--- src/rtl/wm_block_sequencer_if.sv ---
// Handshake and bus bundle between the config front end, the pixel
// memories/embedding engine and wm_block_sequencer.
interface wm_block_sequencer_if #(
  parameter int Addr_W = 20
);
  logic              go;
  logic [9:0]        img_n;
  logic [9:0]        blk_m;
  logic              out_ready;
  logic              rd_en;
  logic [Addr_W-1:0] rd_addr;
  logic              pix_valid;
  logic              blk_start;
  logic              last_blk;
  logic              wr_en;
  logic [Addr_W-1:0] wr_addr;
  logic              busy;
  logic              done;
  logic              err;

  modport master (
    output go, img_n, blk_m, out_ready,
    input  rd_en, rd_addr, pix_valid, blk_start, last_blk,
    input  wr_en, wr_addr, busy, done, err
  );

  modport slave (
    input  go, img_n, blk_m, out_ready,
    output rd_en, rd_addr, pix_valid, blk_start, last_blk,
    output wr_en, wr_addr, busy, done, err
  );
endinterface

--- src/rtl/wm_block_sequencer.sv ---
// Walks an NxN image pair in MxM blocks: geometry check, raster read
// addresses, block flags and write strobes aligned to the datapath.
module wm_block_sequencer #(
  parameter int Data_Depth = 8,
  parameter int Addr_W     = 20,
  parameter int LAT        = 1
) (
  input logic clk,
  input logic rst,
  wm_block_sequencer_if.slave bus
);

  if (Data_Depth < 1 || Addr_W < 20 || LAT < 0 || LAT > 7) begin : g_bad_cfg
    $error("wm_block_sequencer: unsupported parameters");
  end

  typedef enum logic [2:0] {
    S_IDLE, S_LOAD, S_BLK, S_PIX, S_DRAIN, S_NEXT, S_DONE
  } state_t;

  state_t state, state_nx;

  logic [9:0] n_q, m_q, rem, bpr;
  logic [9:0] blk_row, blk_col, r, c;
  logic [Addr_W-1:0] blk_base, row_ptr;
  logic [Addr_W-1:0] n_w, m_w;
  logic [LAT:0] en_line;
  logic [Addr_W-1:0] addr_line [0:LAT];
  logic err_q;
  logic rd_en;
  logic [Addr_W-1:0] rd_addr;
  logic is_last, last_pix, pending;
  logic div_step, div_ok;

  assign n_w = Addr_W'(n_q);
  assign m_w = Addr_W'(m_q);
  assign is_last = (blk_row == bpr - 10'd1) && (blk_col == bpr - 10'd1);
  assign last_pix = (r == m_q - 10'd1) && (c == m_q - 10'd1);
  assign div_step = (rem >= m_q);
  assign div_ok = (rem == '0) && (bpr != '0);
  // Bit 0 is the oldest stage; anything above it still has to leave.
  assign pending = |(en_line >> 1);

  always_ff @(posedge clk) begin
    if (rst) state <= S_IDLE;
    else     state <= state_nx;
  end

  always_comb begin
    state_nx = state;
    unique case (state)
      S_IDLE:  if (bus.go && bus.blk_m != '0) state_nx = S_LOAD;
      S_LOAD: begin
        if (div_step)    state_nx = S_LOAD;
        else if (div_ok) state_nx = S_BLK;
        else             state_nx = S_IDLE;
      end
      S_BLK:   state_nx = S_PIX;
      S_PIX:   if (rd_en && last_pix) state_nx = S_DRAIN;
      S_DRAIN: if (!pending) state_nx = S_NEXT;
      S_NEXT:  state_nx = is_last ? S_DONE : S_BLK;
      S_DONE:  state_nx = S_IDLE;
      default: state_nx = S_IDLE;
    endcase
  end

  always_comb begin
    rd_en = (state == S_PIX) && bus.out_ready;
    rd_addr = rd_en ? row_ptr + Addr_W'(c) : '0;
    bus.rd_en = rd_en;
    bus.rd_addr = rd_addr;
    bus.pix_valid = en_line[LAT];
    bus.wr_en = en_line[0];
    bus.wr_addr = addr_line[0];
    bus.blk_start = (state == S_BLK);
    bus.last_blk = is_last &&
      (state == S_BLK || state == S_PIX ||
       state == S_DRAIN || state == S_NEXT);
    bus.busy = (state != S_IDLE);
    bus.done = (state == S_DONE);
    bus.err = err_q;
  end

  always_ff @(posedge clk) begin
    if (rst) begin
      n_q <= '0;
      m_q <= '0;
      rem <= '0;
      bpr <= '0;
      blk_row <= '0;
      blk_col <= '0;
      r <= '0;
      c <= '0;
      blk_base <= '0;
      row_ptr <= '0;
      err_q <= 1'b0;
    end else begin
      err_q <= 1'b0;
      case (state)
        S_IDLE: if (bus.go) begin
          n_q <= bus.img_n;
          m_q <= bus.blk_m;
          rem <= bus.img_n;
          bpr <= '0;
          blk_row <= '0;
          blk_col <= '0;
          blk_base <= '0;
          err_q <= (bus.blk_m == '0);
        end
        S_LOAD: begin
          if (div_step) begin
            rem <= rem - m_q;
            bpr <= bpr + 10'd1;
          end else if (!div_ok) begin
            err_q <= 1'b1;
          end
        end
        S_BLK: begin
          row_ptr <= blk_base;
          r <= '0;
          c <= '0;
        end
        S_PIX: if (rd_en) begin
          if (c == m_q - 10'd1) begin
            c <= '0;
            r <= r + 10'd1;
            row_ptr <= row_ptr + n_w;
          end else begin
            c <= c + 10'd1;
          end
        end
        // row_ptr now sits M rows below the block origin, so the next
        // block row starts at row_ptr - (N - M) when the column wraps.
        S_NEXT: begin
          if (blk_col == bpr - 10'd1) begin
            blk_col <= '0;
            blk_row <= blk_row + 10'd1;
            blk_base <= row_ptr - n_w + m_w;
          end else begin
            blk_col <= blk_col + 10'd1;
            blk_base <= blk_base + m_w;
          end
        end
        default: ;
      endcase
    end
  end

  always_ff @(posedge clk) begin
    if (rst) begin
      en_line <= '0;
      for (int i = 0; i <= LAT; i++) addr_line[i] <= '0;
    end else begin
      en_line[LAT] <= rd_en;
      addr_line[LAT] <= rd_addr;
      for (int i = 0; i < LAT; i++) begin
        en_line[i] <= en_line[i+1];
        addr_line[i] <= addr_line[i+1];
      end
    end
  end

endmodule
--- src/flat_wrapper.sv ---
// flat-port wrapper written by rule: the top's interface ports become plain ports
module wm_block_sequencer_flat 
#(
  parameter int Data_Depth = 8,
  parameter int Addr_W     = 20,
  parameter int LAT        = 1
)
  (clk, rst, bus_go, bus_img_n, bus_blk_m, bus_out_ready, bus_rd_en, bus_rd_addr, bus_pix_valid, bus_blk_start, bus_last_blk, bus_wr_en, bus_wr_addr, bus_busy, bus_done, bus_err);
  wm_block_sequencer_if #(.Addr_W(Addr_W)) bus_i ();
  input logic clk;
  input logic rst;
  input wire logic [$bits(bus_i.go)-1:0] bus_go;
  input wire logic [$bits(bus_i.img_n)-1:0] bus_img_n;
  input wire logic [$bits(bus_i.blk_m)-1:0] bus_blk_m;
  input wire logic [$bits(bus_i.out_ready)-1:0] bus_out_ready;
  output wire logic [$bits(bus_i.rd_en)-1:0] bus_rd_en;
  output wire logic [$bits(bus_i.rd_addr)-1:0] bus_rd_addr;
  output wire logic [$bits(bus_i.pix_valid)-1:0] bus_pix_valid;
  output wire logic [$bits(bus_i.blk_start)-1:0] bus_blk_start;
  output wire logic [$bits(bus_i.last_blk)-1:0] bus_last_blk;
  output wire logic [$bits(bus_i.wr_en)-1:0] bus_wr_en;
  output wire logic [$bits(bus_i.wr_addr)-1:0] bus_wr_addr;
  output wire logic [$bits(bus_i.busy)-1:0] bus_busy;
  output wire logic [$bits(bus_i.done)-1:0] bus_done;
  output wire logic [$bits(bus_i.err)-1:0] bus_err;
  assign bus_i.go = bus_go;
  assign bus_i.img_n = bus_img_n;
  assign bus_i.blk_m = bus_blk_m;
  assign bus_i.out_ready = bus_out_ready;
  assign bus_rd_en = bus_i.rd_en;
  assign bus_rd_addr = bus_i.rd_addr;
  assign bus_pix_valid = bus_i.pix_valid;
  assign bus_blk_start = bus_i.blk_start;
  assign bus_last_blk = bus_i.last_blk;
  assign bus_wr_en = bus_i.wr_en;
  assign bus_wr_addr = bus_i.wr_addr;
  assign bus_busy = bus_i.busy;
  assign bus_done = bus_i.done;
  assign bus_err = bus_i.err;
  wm_block_sequencer #(.Data_Depth(Data_Depth), .Addr_W(Addr_W), .LAT(LAT)) u_core (.clk(clk), .rst(rst), .bus(bus_i));
endmodule
--- config.mk ---
export PLATFORM = sky130hd
export DESIGN_NAME = wm_block_sequencer_flat
export DESIGN_NICKNAME = d
export VERILOG_FILES = /design/src/rtl/wm_block_sequencer_if.sv /design/src/rtl/wm_block_sequencer.sv /design/src/flat_wrapper.sv
export SDC_FILE = /design/constraint.sdc
export NUM_CORES = 1
export LEC_CHECK = 0
export ABC_AREA = 1
export CAP_MARGIN = 20
export CORE_AREA = 2 2 149 151
export CTS_CLUSTER_SIZE = 40
export DETAILED_ROUTE_END_ITERATION = 8
export DIE_AREA = 0 0 151 153
export MAX_ROUTING_LAYER = met4
export PLACE_DENSITY = 0.79
export SLEW_MARGIN = 20
export SYNTH_ARGS = -nofsm -noshare
export SYNTH_HDL_FRONTEND = slang
export SYNTH_SLANG_ARGS = --single-unit
--- constraint.sdc ---
create_clock -name clk -period 3 [get_ports clk]
set_input_delay 0.6 -clock clk [delete_from_list [all_inputs] [get_ports clk]]
set_output_delay 0.6 -clock clk [all_outputs]
set_load 0.02 [all_outputs]
==> summary.md <==
| Metric | Value |
|---|---|
| Setup ws final | `-0.00498 ns` |
| Initial antenna violation count | `0` |
| Initial Util | `58.9%` |
| Setup TNS | `-0.00498 ns` |
| Clk slew on worst S/H paths | `0.07 ns` |
| Ys Warns | `0` |
| Slew HR | `33.5%` |
| Ys flop type | `dfxtp_1` |
| CTS tree | `done` |
| Sequential element share of the synthesized area | `26.3%` |
| Gr usage total | `33.3%` |
| Core area | `21500 um2` |
| I/O Pins | `72` |
| Syn_area_per_cell | `6.61 um2` |
| First-pass GRT wire length | `60100 um` |
| Most frequent cells in the layout | `417 x nand2_1, 238 x inv_1, 194 x nor2_1` |
| Clock sinks | `166` |
| Worst R2R Start | `u_core.m_q[1]` |
| Pins Over Slew Limit | `0` |
| Flop2flop setup slack | `0.15 ns` |
| Drt via density | `5.66` |
| CTS Hold Buffers Added | `0` |
| Total grt overflow | `0` |
| CTS Buf Count | `17` |
| Minimum clock period | `3.00 ns` |
| Cell Area, Synth | `12600 um2` |
| Non-filler cells, final | `2333` |
| Hold Crit Depth | `2` |
| Ys async rst share | `0%` |
| Crit share post-route | `100%` |
| Biggest area consumer among synthesized cells | `dfxtp_1` |
| Post-Route WL | `38300 um` |
| Hold_ws | `0.401 ns` |
| H-tree levels | `4` |
| Largest net degree at the start of global routing | `81` |
| Area of the multi-input gates | `8280 um2` |
| Port Buffers | `71` |
| Std-Cell Rows | `54` |
| Global placer's final weighted congestion | `0.981` |
| Die Ht | `153 um` |
| Critical path peak fanout | `3` |
| Pre-antenna DRT Iters | `5` |
| Worst Path Arrival | `2.40 ns` |
| Layout fillers | `1841` |
| Wire length per cell | `16.4 um` |
| Worst IR drop on VDD | `0.377 mV` |
| Reg2Reg Depth | `17` |
| Share of post-route cells with drive strength above 1 | `15.1%` |
| Failing checks | `setup timing` |
| Mapped Nets | `2035` |
| Worst hold path class | `reg2reg` |
| Chip width | `151 um` |
| Number of flops mapped to enable cells by yosys | `0` |
| Crit path required time | `2.40 ns` |
| Post-synth top area share | `26.3%` |
| Reg area | `3340 um2` |
| Die area | `23100 um2` |
| Status | `finished, violations left` |
| Max Cap Viol | `0` |
| CP endpoint kind | `primary output` |
| Cells after Synth | `1913` |
| Dpl hpwl | `28700 um` |
| Synth area leaders | `dfxtp_1 26%, nand2_1 13%, ha_1 8.3%, nand3_1 7.3%, inv_1 7.1%` |
| Ant. Diodes | `0` |
| Worst Clk Skew | `0.00910 ns` |
| Min-delay src | `u_core.addr_line[0][26]` |
| Layout net count | `2162` |
| Final Power | `8400 uW` |
| CTS root buf | `clkbuf_16` |
| Worst-skew pair later-pin latency | `0.44 ns` |
| Starting DRT DRC Count | `909` |
| Synth Register Bits | `166` |
| Cell variety after synth | `55` |
| Pwr/cell area | `563 nW/um2` |
| Type of the worst setup path | `reg2out` |
| Lkg Pwr | `0.00671 uW` |
| Vias in the first global route | `12268` |
| Final Hold Viols | `0` |
| Buffers from clock root to sink, at most | `2` |
| Fmax achieved | `333 MHz` |
| Hold endpoint | `u_core.addr_line[0][6]` |
| DR vias | `13204` |
| Worst-Margin Slew | `0.998 ns` |
| Synth-to-layout area growth | `18.1%` |
| Commonest non-fill, non-tap cell in the layout | `nand2_1` |
| Endpoints failing setup | `1` |
| DP Worst Slack | `-0.158 ns` |
| Post-route ant nets | `0` |
| Reg2reg end | `u_core.r[0]` |
| RSZ-0062 raised after global routing | `true` |
| DP Cell Count | `2294` |
| Drt drc | `0` |
| Critical Path Start Type | `flop` |
registers in the layout (all words and copies together) (netlist names), 3 cells and up:
signal and cells:
u_core.row_ptr 20, u_core.c 10, u_core.r 10, u_core.blk_base 20, u_core.blk_row 10, u_core.addr_line 40, u_core.m_q 10, u_core.n_q 10
u_core.rem 10, u_core.blk_col 10, u_core.state 3, u_core.bpr 10
critical path, stage by stage (launching register included):
cell and delay, ns:
dfxtp_2 0.35, ha_4 0.17, fa_2 0.40, nand3_2 0.10, nand2_2 0.08, nand2_4 0.10
o21ai_4 0.06, nand4_1 0.14, o21ai_4 0.10, or2_4 0.23, nand3_2 0.07, inv_2 0.04
buf_6 0.12
repair_timing:
action                                 4_1_cts  5_1_grt
endpoints found under the hold margin        0        0
setup buffers                                1        5
setup endpoints to repair                   21       22
pin swaps                                    5       26
cloned                                       0        1
resized for setup                           85       72
layer usage:
layer	vias up	global-route usage, %	part of all wire (%)
met2	541	54.4	48
met3	120	5.01	7.0
met1	6067	40.9	41
met5	-	-	0
met4	0	13.8	4.6
li1	6476	-	-
worst max path at each step:
| stage | from | to | slack (ns) |
|---|---|---|---|
| after detailed placement | u_core.row_ptr[0] | bus_rd_addr[14] | -0.16 |
| after global placement | u_core.row_ptr[0] | bus_rd_addr[14] | -0.11 |
| after floorplan | u_core.c[2] | bus_rd_addr[13] | 0.19 |
| after CTS | u_core.row_ptr[7] | bus_rd_addr[12] | -0.02 |
| final | u_core.row_ptr[0] | bus_rd_addr[14] | -0.005 |
| after global routing | u_core.row_ptr[6] | bus_rd_addr[15] | -0.07 |
cell families after synthesis:
group / after synthesis / share of synthesized area, %
XOR/XNOR: 62 / 4.29
flip-flops: 166 / 26.3
AND/OR/NAND/NOR: 960 / 34.5
AO/OA/AOI/OAI: 308 / 13.5
buffers and inverters: 319 / 10.8
adder cells (fa/ha/maj): 98 / 10.5
cell type report:
cell class / count / share of cell area, %
clock inverter: 14 / 0.863
inverter: 253 / 6.36
timing repair buffer: 173 / 9.66
clock buffer: 18 / 2.94
tap: 280 / 2.35
multi-input combinational: 1429 / 55.5
sequential: 166 / 22.4
Yosys cell counts, drive strengths merged, types with 2 or more instances:
cell type / count
nand2: 446
inv: 251
nor2: 220
nand3: 198
dfxtp: 166
a21oi: 151
o21ai: 114
ha: 84
xor2: 49
buf: 34
clkbuf: 31
nand4: 30
nor3: 29
fa: 14
nor4: 14
xnor2: 13
a31oi: 9
or2: 9
nand3b: 8
a21o: 6
a211oi: 4
and2: 4
o21a: 4
o21bai: 4
o31ai: 4
a21boi: 3
o211ai: 3
clkinv: 2
o211a: 2
per-stage QoR:
step           utilization, %  area, um2
2_1_floorplan               -      12600
3_3_place_gp             65.2      14000
3_5_place_dp             65.2      14000
4_1_cts                  68.0      14600
5_1_grt                  69.5      14900
6_report                 69.5      14900
power by group:
| part | switching [uW] | internal, uW |
|---|---|---|
| registers | 112 | 2340 |
| clock network | 1040 | 1120 |
| logic | 2400 | 1390 |
(Power assumes the default switching activity.)
